## config.mk

```make
export PLATFORM = sky130hd
export DESIGN_NAME = match_event_logger
export DESIGN_NICKNAME = d
export VERILOG_FILES = /design/src/rtl/match_event_logger_pkg.sv /design/src/rtl/match_event_logger_evt_fifo.sv /design/src/rtl/match_event_logger.sv
export SDC_FILE = /design/constraint.sdc
export NUM_CORES = 1
export LEC_CHECK = 0
export BUFFER_PORTS_ARGS = -buffer_cell sky130_fd_sc_hd__buf_4
export CORE_MARGIN = 8
export CORE_UTILIZATION = 35
export DETAILED_ROUTE_END_ITERATION = 6
export GPL_TIMING_DRIVEN = 1
export SYNTH_ARGS = -nofsm -noshare
export SYNTH_HDL_FRONTEND = slang
export SYNTH_SLANG_ARGS = --single-unit
```

## constraint.sdc

```tcl
create_clock -name clk -period 5.8 [get_ports clk]
set_input_delay 1.16 -clock clk [delete_from_list [all_inputs] [get_ports clk]]
set_output_delay 1.16 -clock clk [all_outputs]
set_load 0.01 [all_outputs]
```

## src/rtl/match_event_logger_pkg.sv

```systemverilog
`timescale 1ns/1ps
`default_nettype none
// ============================================================================
//  Module      : match_event_logger_pkg
//  Description : Shared defaults and helpers for the match event logger.
//  Revision    : 1.0 - initial release
// ============================================================================
package match_event_logger_pkg;

    // Default timestamp / event counter width
    localparam int c_TS_W_DEFAULT  = 16;

    // Default number of event FIFO entries (power of two, >= 2)
    localparam int c_DEPTH_DEFAULT = 4;

    // Ceiling log2, used to size FIFO address and pointer fields
    function automatic int clog2(input int value);
        int result;
        result = 0;
        for (int i = 0; i < 31; i++) begin
            if ((1 << i) < value) begin
                result = i + 1;
            end
        end
        return result;
    endfunction

endpackage
`default_nettype wire

```

## src/rtl/match_event_logger_evt_fifo.sv

```systemverilog
`timescale 1ns/1ps
`default_nettype none
// ============================================================================
//  Module      : evt_fifo
//  Description : Single-clock event FIFO. Pointers carry one extra wrap bit
//                so full and empty are told apart by the pointer MSBs.
//                A push into a full FIFO is accepted only when a pop happens
//                on the same edge. Output data reads zero while empty.
//  Revision    : 1.0 - initial release
// ============================================================================
module evt_fifo
    import match_event_logger_pkg::*;
#(
    parameter int WIDTH = c_TS_W_DEFAULT,
    parameter int DEPTH = c_DEPTH_DEFAULT
) (
    input  logic             clk,
    input  logic             rst_n,
    input  logic             i_clr,
    input  logic             i_push,
    input  logic             i_pop,
    input  logic [WIDTH-1:0] i_data,
    output logic [WIDTH-1:0] o_data,
    output logic             o_empty,
    output logic             o_full
);

    localparam int c_AW = clog2(DEPTH);
    localparam int c_PW = c_AW + 1;
    localparam logic [c_PW-1:0] c_PTR_ONE = {{c_AW{1'b0}}, 1'b1};

    logic [WIDTH-1:0] r_mem [DEPTH];
    logic [c_PW-1:0]  r_wr_ptr;
    logic [c_PW-1:0]  r_rd_ptr;
    logic             w_do_pop;
    logic             w_do_push;

    assign o_empty = (r_wr_ptr == r_rd_ptr);
    assign o_full  = (r_wr_ptr[c_PW-1] != r_rd_ptr[c_PW-1]) &&
                     (r_wr_ptr[c_AW-1:0] == r_rd_ptr[c_AW-1:0]);

    // Clear wins over both operations; a pop frees the slot a full push needs
    assign w_do_pop  = i_pop & ~o_empty & ~i_clr;
    assign w_do_push = i_push & (~o_full | w_do_pop) & ~i_clr;

    // Pointer update: reset/clear empty the FIFO, otherwise advance on push/pop
    always_ff @(posedge clk or negedge rst_n) begin
        if (!rst_n) begin
            r_wr_ptr <= '0;
            r_rd_ptr <= '0;
        end else if (i_clr) begin
            r_wr_ptr <= '0;
            r_rd_ptr <= '0;
        end else begin
            if (w_do_push) begin
                r_wr_ptr <= r_wr_ptr + c_PTR_ONE;
            end
            if (w_do_pop) begin
                r_rd_ptr <= r_rd_ptr + c_PTR_ONE;
            end
        end
    end

    // Storage write; contents need no reset because empty masks the output
    always_ff @(posedge clk) begin
        if (w_do_push) begin
            r_mem[r_wr_ptr[c_AW-1:0]] <= i_data;
        end
    end

    assign o_data = o_empty ? '0 : r_mem[r_rd_ptr[c_AW-1:0]];

endmodule
`default_nettype wire

```

## src/rtl/match_event_logger.sv

```systemverilog
`timescale 1ns/1ps
`default_nettype none
// ============================================================================
//  Module      : match_event_logger
//  Description : Timestamps rising edges of the upstream match flag and
//                queues them in a small FIFO for a ready/valid consumer.
//                Keeps a saturating event count and a sticky overflow flag.
//  Revision    : 1.0 - initial release
// ============================================================================
module match_event_logger
    import match_event_logger_pkg::*;
#(
    parameter int TS_W  = c_TS_W_DEFAULT,
    parameter int DEPTH = c_DEPTH_DEFAULT
) (
    input  logic            clk,
    input  logic            rst_n,
    input  logic            flag_in,
    input  logic            clr,
    output logic            ev_valid,
    input  logic            ev_ready,
    output logic [TS_W-1:0] ev_ts,
    output logic [TS_W-1:0] ev_cnt,
    output logic            ovf
);

    localparam logic [TS_W-1:0] c_TS_ONE  = {{(TS_W-1){1'b0}}, 1'b1};
    localparam logic [TS_W-1:0] c_CNT_MAX = '1;

    logic            r_flag_d;
    logic [TS_W-1:0] r_ts;
    logic [TS_W-1:0] r_ev_cnt;
    logic            r_ovf;
    logic            w_event;
    logic            w_pop;
    logic            w_empty;
    logic            w_full;

    // A clear on the same edge suppresses the event entirely
    assign w_event  = flag_in & ~r_flag_d & ~clr;
    assign ev_valid = ~w_empty;
    assign w_pop    = ev_valid & ev_ready & ~clr;

    // Delayed flag follows the input every edge, clear included, so a flag
    // still high after a clear is not seen as a new rising edge
    always_ff @(posedge clk or negedge rst_n) begin
        if (!rst_n) begin
            r_flag_d <= 1'b0;
        end else begin
            r_flag_d <= flag_in;
        end
    end

    // Free-running timestamp, wraps naturally at the counter width
    always_ff @(posedge clk or negedge rst_n) begin
        if (!rst_n) begin
            r_ts <= '0;
        end else if (clr) begin
            r_ts <= '0;
        end else begin
            r_ts <= r_ts + c_TS_ONE;
        end
    end

    // Saturating count of every detected event, dropped ones included
    always_ff @(posedge clk or negedge rst_n) begin
        if (!rst_n) begin
            r_ev_cnt <= '0;
        end else if (clr) begin
            r_ev_cnt <= '0;
        end else if (w_event && (r_ev_cnt != c_CNT_MAX)) begin
            r_ev_cnt <= r_ev_cnt + c_TS_ONE;
        end
    end

    // Sticky overflow: an event arrived while full and nothing left that edge
    always_ff @(posedge clk or negedge rst_n) begin
        if (!rst_n) begin
            r_ovf <= 1'b0;
        end else if (clr) begin
            r_ovf <= 1'b0;
        end else if (w_event && w_full && !w_pop) begin
            r_ovf <= 1'b1;
        end
    end

    evt_fifo #(
        .WIDTH (TS_W),
        .DEPTH (DEPTH)
    ) u_evt_fifo (
        .clk     (clk),
        .rst_n   (rst_n),
        .i_clr   (clr),
        .i_push  (w_event),
        .i_pop   (w_pop),
        .i_data  (r_ts),
        .o_data  (ev_ts),
        .o_empty (w_empty),
        .o_full  (w_full)
    );

    assign ev_cnt = r_ev_cnt;
    assign ovf    = r_ovf;

endmodule
`default_nettype wire

```

After elaboration in Yosys (flattened, before gate mapping)
Memories as Yosys holds them, arrays and structs flattened.
Cells that the tools add are included.
- eq/ne operators: 4
- bitwise gates (word level): 13
- divide/modulo/power cells: 0
- $mul: 0
- reductions and logical operators: 9
- shifts and indexed selects: 0
- $add $sub $neg: 4
- order comparisons: 0
- multiplexer cells: 12
- operators with widths (cell ; count):
    $mux 16 ; 4
    $add 16x1->16 const B ; 2
    $ne 16x16->1 const B ; 1
    $mux 3 ; 4
    $and 1x1->1 ; 8
    $reduce_bool 2->1 ; 4
    $add 3x1->3 const B ; 2
    $logic_and 1x1->1 ; 4
    $mux 1 ; 4
    $not 1->1 ; 4
    $eq 3x3->1 ; 1
    $eq 2x2->1 ; 1
    $logic_not 1->1 ; 1
    $ne 1x1->1 ; 1
    $or 1x1->1 ; 1
- word-level logic and storage cells: 49
- output and inout port bits: 34
- flip-flop bits (word level): 40
- memories: 1
- memory bits (writable): 64
- memory bits (read-only): 0
- latch bits: 0
- input port bits: 5
- memories (memory ; depth ; width ; read ports ; clocked after memory_dff ; wr ports ; line ; text):
    u_evt_fifo.r_mem ; 4 ; 16 ; 1 ; 0 ; 1 ; match_event_logger_evt_fifo.sv:32 ; logic [WIDTH-1:0] r_mem [DEPTH];

Logic depth before layout (Yosys ltp)
- depth in word-level cells: 11
- gate-level depth with buffers: 7
- gate-level depth less buffers: 5

By module
A second synthesis with hierarchy kept.
- cells, all modules: 345
- area, all modules: 4729.5 um^2
- modules (own cells, without submodules) (module ; cells each ; sequential area each (um^2) ; area each (um^2) ; instances):
    evt_fifo ; 155 ; 2072.0 ; 2915.3 ; 1
    match_event_logger ; 190 ; 850.8 ; 1814.2 ; 1

Worst setup path after synthesis
Ideal clock, no wire load.
- kind: input -> register
- from: input port clr
- to: memory u_evt_fifo.r_mem[3][0] (netlist name), enable pin
- arrival time: 2860 ps
- setup time: 409 ps
- cell stages on the path: 3
- path slack: 2531 ps
- path buffers: 2
- data required time: 5391 ps
- cell sequence: clkdlybuf4s25_1 clkbuf_8 nor3_1
- word-level cells in the longest chain between the ends: 9
- elaborated cells on any way between the ends: 10
- classes of those cells: mux: 2; bitwise: 8
- ends and longest elaborated chain (element ; line ; text):
    start: declaration ; match_event_logger.sv:19 ; input logic clr,
    $not 1->1 (*) ; - ;
    $and 1x1->1 ; match_event_logger.sv:42 ; assign w_pop = ev_valid & ev_ready & ~clr;
    $and 1x1->1 (2 in a row) ; match_event_logger_evt_fifo.sv:43 ; assign w_do_pop = i_pop & ~o_empty & ~i_clr;
    $or 1x1->1 ; match_event_logger_evt_fifo.sv:44 ; assign w_do_push = i_push & (~o_full | w_do_pop) & ~i_clr;
    $and 1x1->1 ; match_event_logger_evt_fifo.sv:44 ;
    $and 1x1->1 (*) ; match_event_logger_evt_fifo.sv:44 ;
    $mux 1 (*) ; match_event_logger_evt_fifo.sv:66 ; if (w_do_push) begin
    $mux 1 (implied by the code) (*) ; match_event_logger_evt_fifo.sv:67 ; r_mem[r_wr_ptr[c_AW-1:0]] <= i_data;
    end: declaration ; match_event_logger_evt_fifo.sv:32 ;
Every way passes the cells marked *; elsewhere a longest branch is shown, timed or not.

Worst setup path after layout
- from: register u_evt_fifo.r_rd_ptr[1]
- to: output port ev_ts[13]
- word-level cells in the longest chain between the ends: 2
- elaborated cells on any way between the ends: 3
- classes of those cells: eq/ne: 1; mux: 1; memory: 1
- ends and longest elaborated chain (element ; line ; text):
    start: declaration ; match_event_logger_evt_fifo.sv:34 ; logic [c_PW-1:0] r_rd_ptr;
    start signal: assignment ; match_event_logger_evt_fifo.sv:59 ; r_rd_ptr <= r_rd_ptr + c_PTR_ONE;
    $mem_v2 4x16 / $eq 3x3->1 (equally long branches) ; - ;
    $mux 16 (*) ; match_event_logger_evt_fifo.sv:71 ; assign o_data = o_empty ? '0 : r_mem[r_rd_ptr[c_AW-1:0]];
    end: declaration ; match_event_logger.sv:22 ; output logic [TS_W-1:0] ev_ts,
Marks and branches as above.

==> metrics.txt <==
status finished, final reports clean; Post-synth ARST share 0.3846; P_sw 0.3847 mW; CTS resizes 0; initial antenna violation count 0; EDFF count, synth 64; cell breakdown of the critical path xor2_2 -> nor3_2 -> buf_4 -> nor2b_1 -> buf_4; commonest cells in the netlist 64 x edfxtp_1, 40 x dfrtp_1, 22 x nor2_1; RSZ-0062 raised after global routing no; setup tns final 0 ps; fin cells 541; Iter 0 DRT Violations 101; CTS root buffer clkbuf_16; Pleak a little under 2 nW; clock sink count about 100; slowest stage delay, CP 940 ps; total global-route track usage 0.1094; post-detailed-route count of antenna-violating nets 0; mean routed wirelength per cell about 17 um; # diodes 0; crit end category output port; IO Pins 39; Reg2Reg Setup Slack 2970 ps; Layout Skew 7.232 ps; CTS tree done; Worst Hold Class reg -> reg; Max Fclk roughly 290 MHz; share of the synthesized area in the top cell type 0.4144; min Tclk post-route between 3000 and 4000 ps; Cell Int Power between 1 and 1.5 mW; synthesized cell area roughly 4600 um^2; Clk Latency, worst-skew pair 340 ps; setup slack after placement approximately 2600 ps; Primary FF master, synth edfxtp_1; Congestion Overflow GR 0; Bufs on Longest Clock Path 2; core area 13090 um^2; Critical Path Start Type flip-flop; hold buffers post-CTS 0; Worst-Margin Slew approximately 950 ps; Hold Vio Cnt, Final 0; PD cells between 300 and 400 nW/um^2; Rows 42; clock power share 0.381; register area share after synthesis 0.6302; GPL Wtd Cong roughly 0.75; Worst-path clk slew 70 ps; Pre-antenna DRT Iters 4; vias in the first global route 2864; post-CTS setup repair buffer count 0; count leader, synth edfxtp_1; Max Fanout on Critical Path 19; Syn. warnings 0; first-pass GRT wire length about 15 mm; worst setup margin roughly 2400 ps; Initial Util 0.3545; chip width about 130 um; most used cell, CP buf_4; max cap viols 0; Arrival @ worst endpoint between 2000 and 2500 ps; syn_area_per_cell 14.36 um^2; Tcrit/Tclk final 0.5947; PortBufs 38; DR vias 2757; Max IR drop VDD approximately 0.14 mV; Die ar. approximately 17000 um^2; number of buffers created by CTS 9; Worst Path Required 4640 ps; hpwl dp approximately 5.7 mm; Final #Nets 372; switching share of power 0.2382; largest net degree at the start of global routing 46; largest area contributor in the netlist edfxtp_1; Slew Viols, Final 0; DRC 0; part of the power in registers 0.498; Synth Instances 323; syn nets around 340; CP delay by family, top flip-flops; Yosys cell types 48; Slew headroom 0.3667; Setup Viol. Count Final 0; die height 131.1 um; via/cell ratio 5.096; combinational share of power 0.121; Worst Path Buf+Inv 2; total power roughly 1.6 mW; crit path max-delay cell type dfrtp_1; WS Path Type reg -> out; ranking of synthesized cells by area edfxtp_1 41%, dfrtp_1 22%, mux4_2 7.8%; Cells after DPL ~530; fin util 0.4113; share of layout cells above drive strength 1 0.2521; Layout area overhead 16.02%; H-tree lvl count 3; Yosys reg bits ~100; DRT Wirelength 9.164 mm
tightest hold or removal path: cells and delay by family (launching register included):
kind             cells  cell delay [ps]
AND/OR/NAND/NOR      1               80
AO/OA/AOI/OAI        1               50
flip-flops           1              370
power groups by stage:
| stage | combinational [mW] | clock [mW] | sequential [mW] |
|---|---|---|---|
| 2_1_floorplan | 0.125 | 0 | 0.816 |
| 3_3_place_gp | 0.199 | 0 | 0.820 |
| 3_5_place_dp | 0.202 | 0 | 0.821 |
| 4_1_cts | 0.203 | 0.636 | 0.805 |
| 5_1_grt | 0.216 | 0.660 | 0.807 |
| 6_report | 0.195 | 0.615 | 0.805 |
cells by family (layout without fill, tap and decap cells):
kind of cell | count (synthesis) | after routing | share of synthesized area
fa+ha+maj | 7 | 7 | 0.01888
xor+xnor | 17 | 17 | 0.03534
simple gates | 116 | 116 | 0.1513
flops | 104 | 104 | 0.6302
buf+inv | 22 | 64 | 0.02670
mux | 20 | 20 | 0.08659
compound gates | 37 | 37 | 0.05099
through the flow:
| stage | hold WS, ps | instance area, um^2 |
|---|---|---|
| 2_1_floorplan | 484.3 | 4638 |
| 3_3_place_gp | 520.9 | 5080 |
| 3_5_place_dp | 514.0 | 5080 |
| 4_1_cts | 548.5 | 5381 |
| 5_1_grt | 561.9 | 5381 |
| 6_report | 535.6 | 5381 |
cell type report:
type | count | area (um^2)
clock buffers | 10 | 229.0
inverters | 7 | 26.28
multi-input cells | 197 | 1603
well taps | 176 | 220.2
flip-flops and latches | 104 | 2923
fillers | 1217 | 7704
clock inverters | 6 | 72.57
repair buffers | 41 | 307.8
per-layer routing:
metal | part of all wire | up-vias | wire length (um) | track usage
met5 | 0 | - | 0 | 0
met4 | 0.0087 | 0 | 80 | 0.02905
met3 | 0.053 | 12 | 485 | 0.03849
met2 | 0.49 | 66 | 4491 | 0.1815
met1 | 0.45 | 1389 | 4106 | 0.1321
li1 | - | 1290 | - | -
placed cells by master (no fill, tap or decap), types with 8 or more instances in the layout:
cell / netlist / layout
edfxtp_1: 64 / 64
a21oi_1: 16 / 16
nor2b_1: 19 / 19
nand4_1: 8 / 8
o21ai_0: 10 / 10
dfrtp_1: 40 / 40
xnor2_1: 10 / 10
clkbuf_16: 0 / 9
buf_4: 2 / 41
nand3_1: 10 / 10
nand2_1: 11 / 11
mux4_2: 16 / 16
nor2_1: 22 / 22
state kept, by name, summed over array words and instances, names as in the netlist:
| register | flops |
|---|---|
| r_flag_d | 1 |
| r_ts | 16 |
| u_evt_fifo.r_rd_ptr | 3 |
| u_evt_fifo.r_wr_ptr | 3 |
| ev_cnt | 16 |
| u_evt_fifo.r_mem | 64 |
| ovf | 1 |
path summary, 6_finish.rpt:
path                                   startpoint                     end  depth (start not counted)
setup / recovery           u_evt_fifo.r_rd_ptr[1]               ev_ts[13]                          5
hold / removal                                ovf                     ovf                          2
setup reg to reg           u_evt_fifo.r_rd_ptr[1]  u_evt_fifo.r_mem[1][8]                          4
hold reg to reg                               ovf                     ovf                          2
max in group asynchronous                   rst_n  u_evt_fifo.r_rd_ptr[1]                          1
min in group asynchronous                   rst_n              ev_cnt[12]                          1
Power figures use the tool's default switching activity.
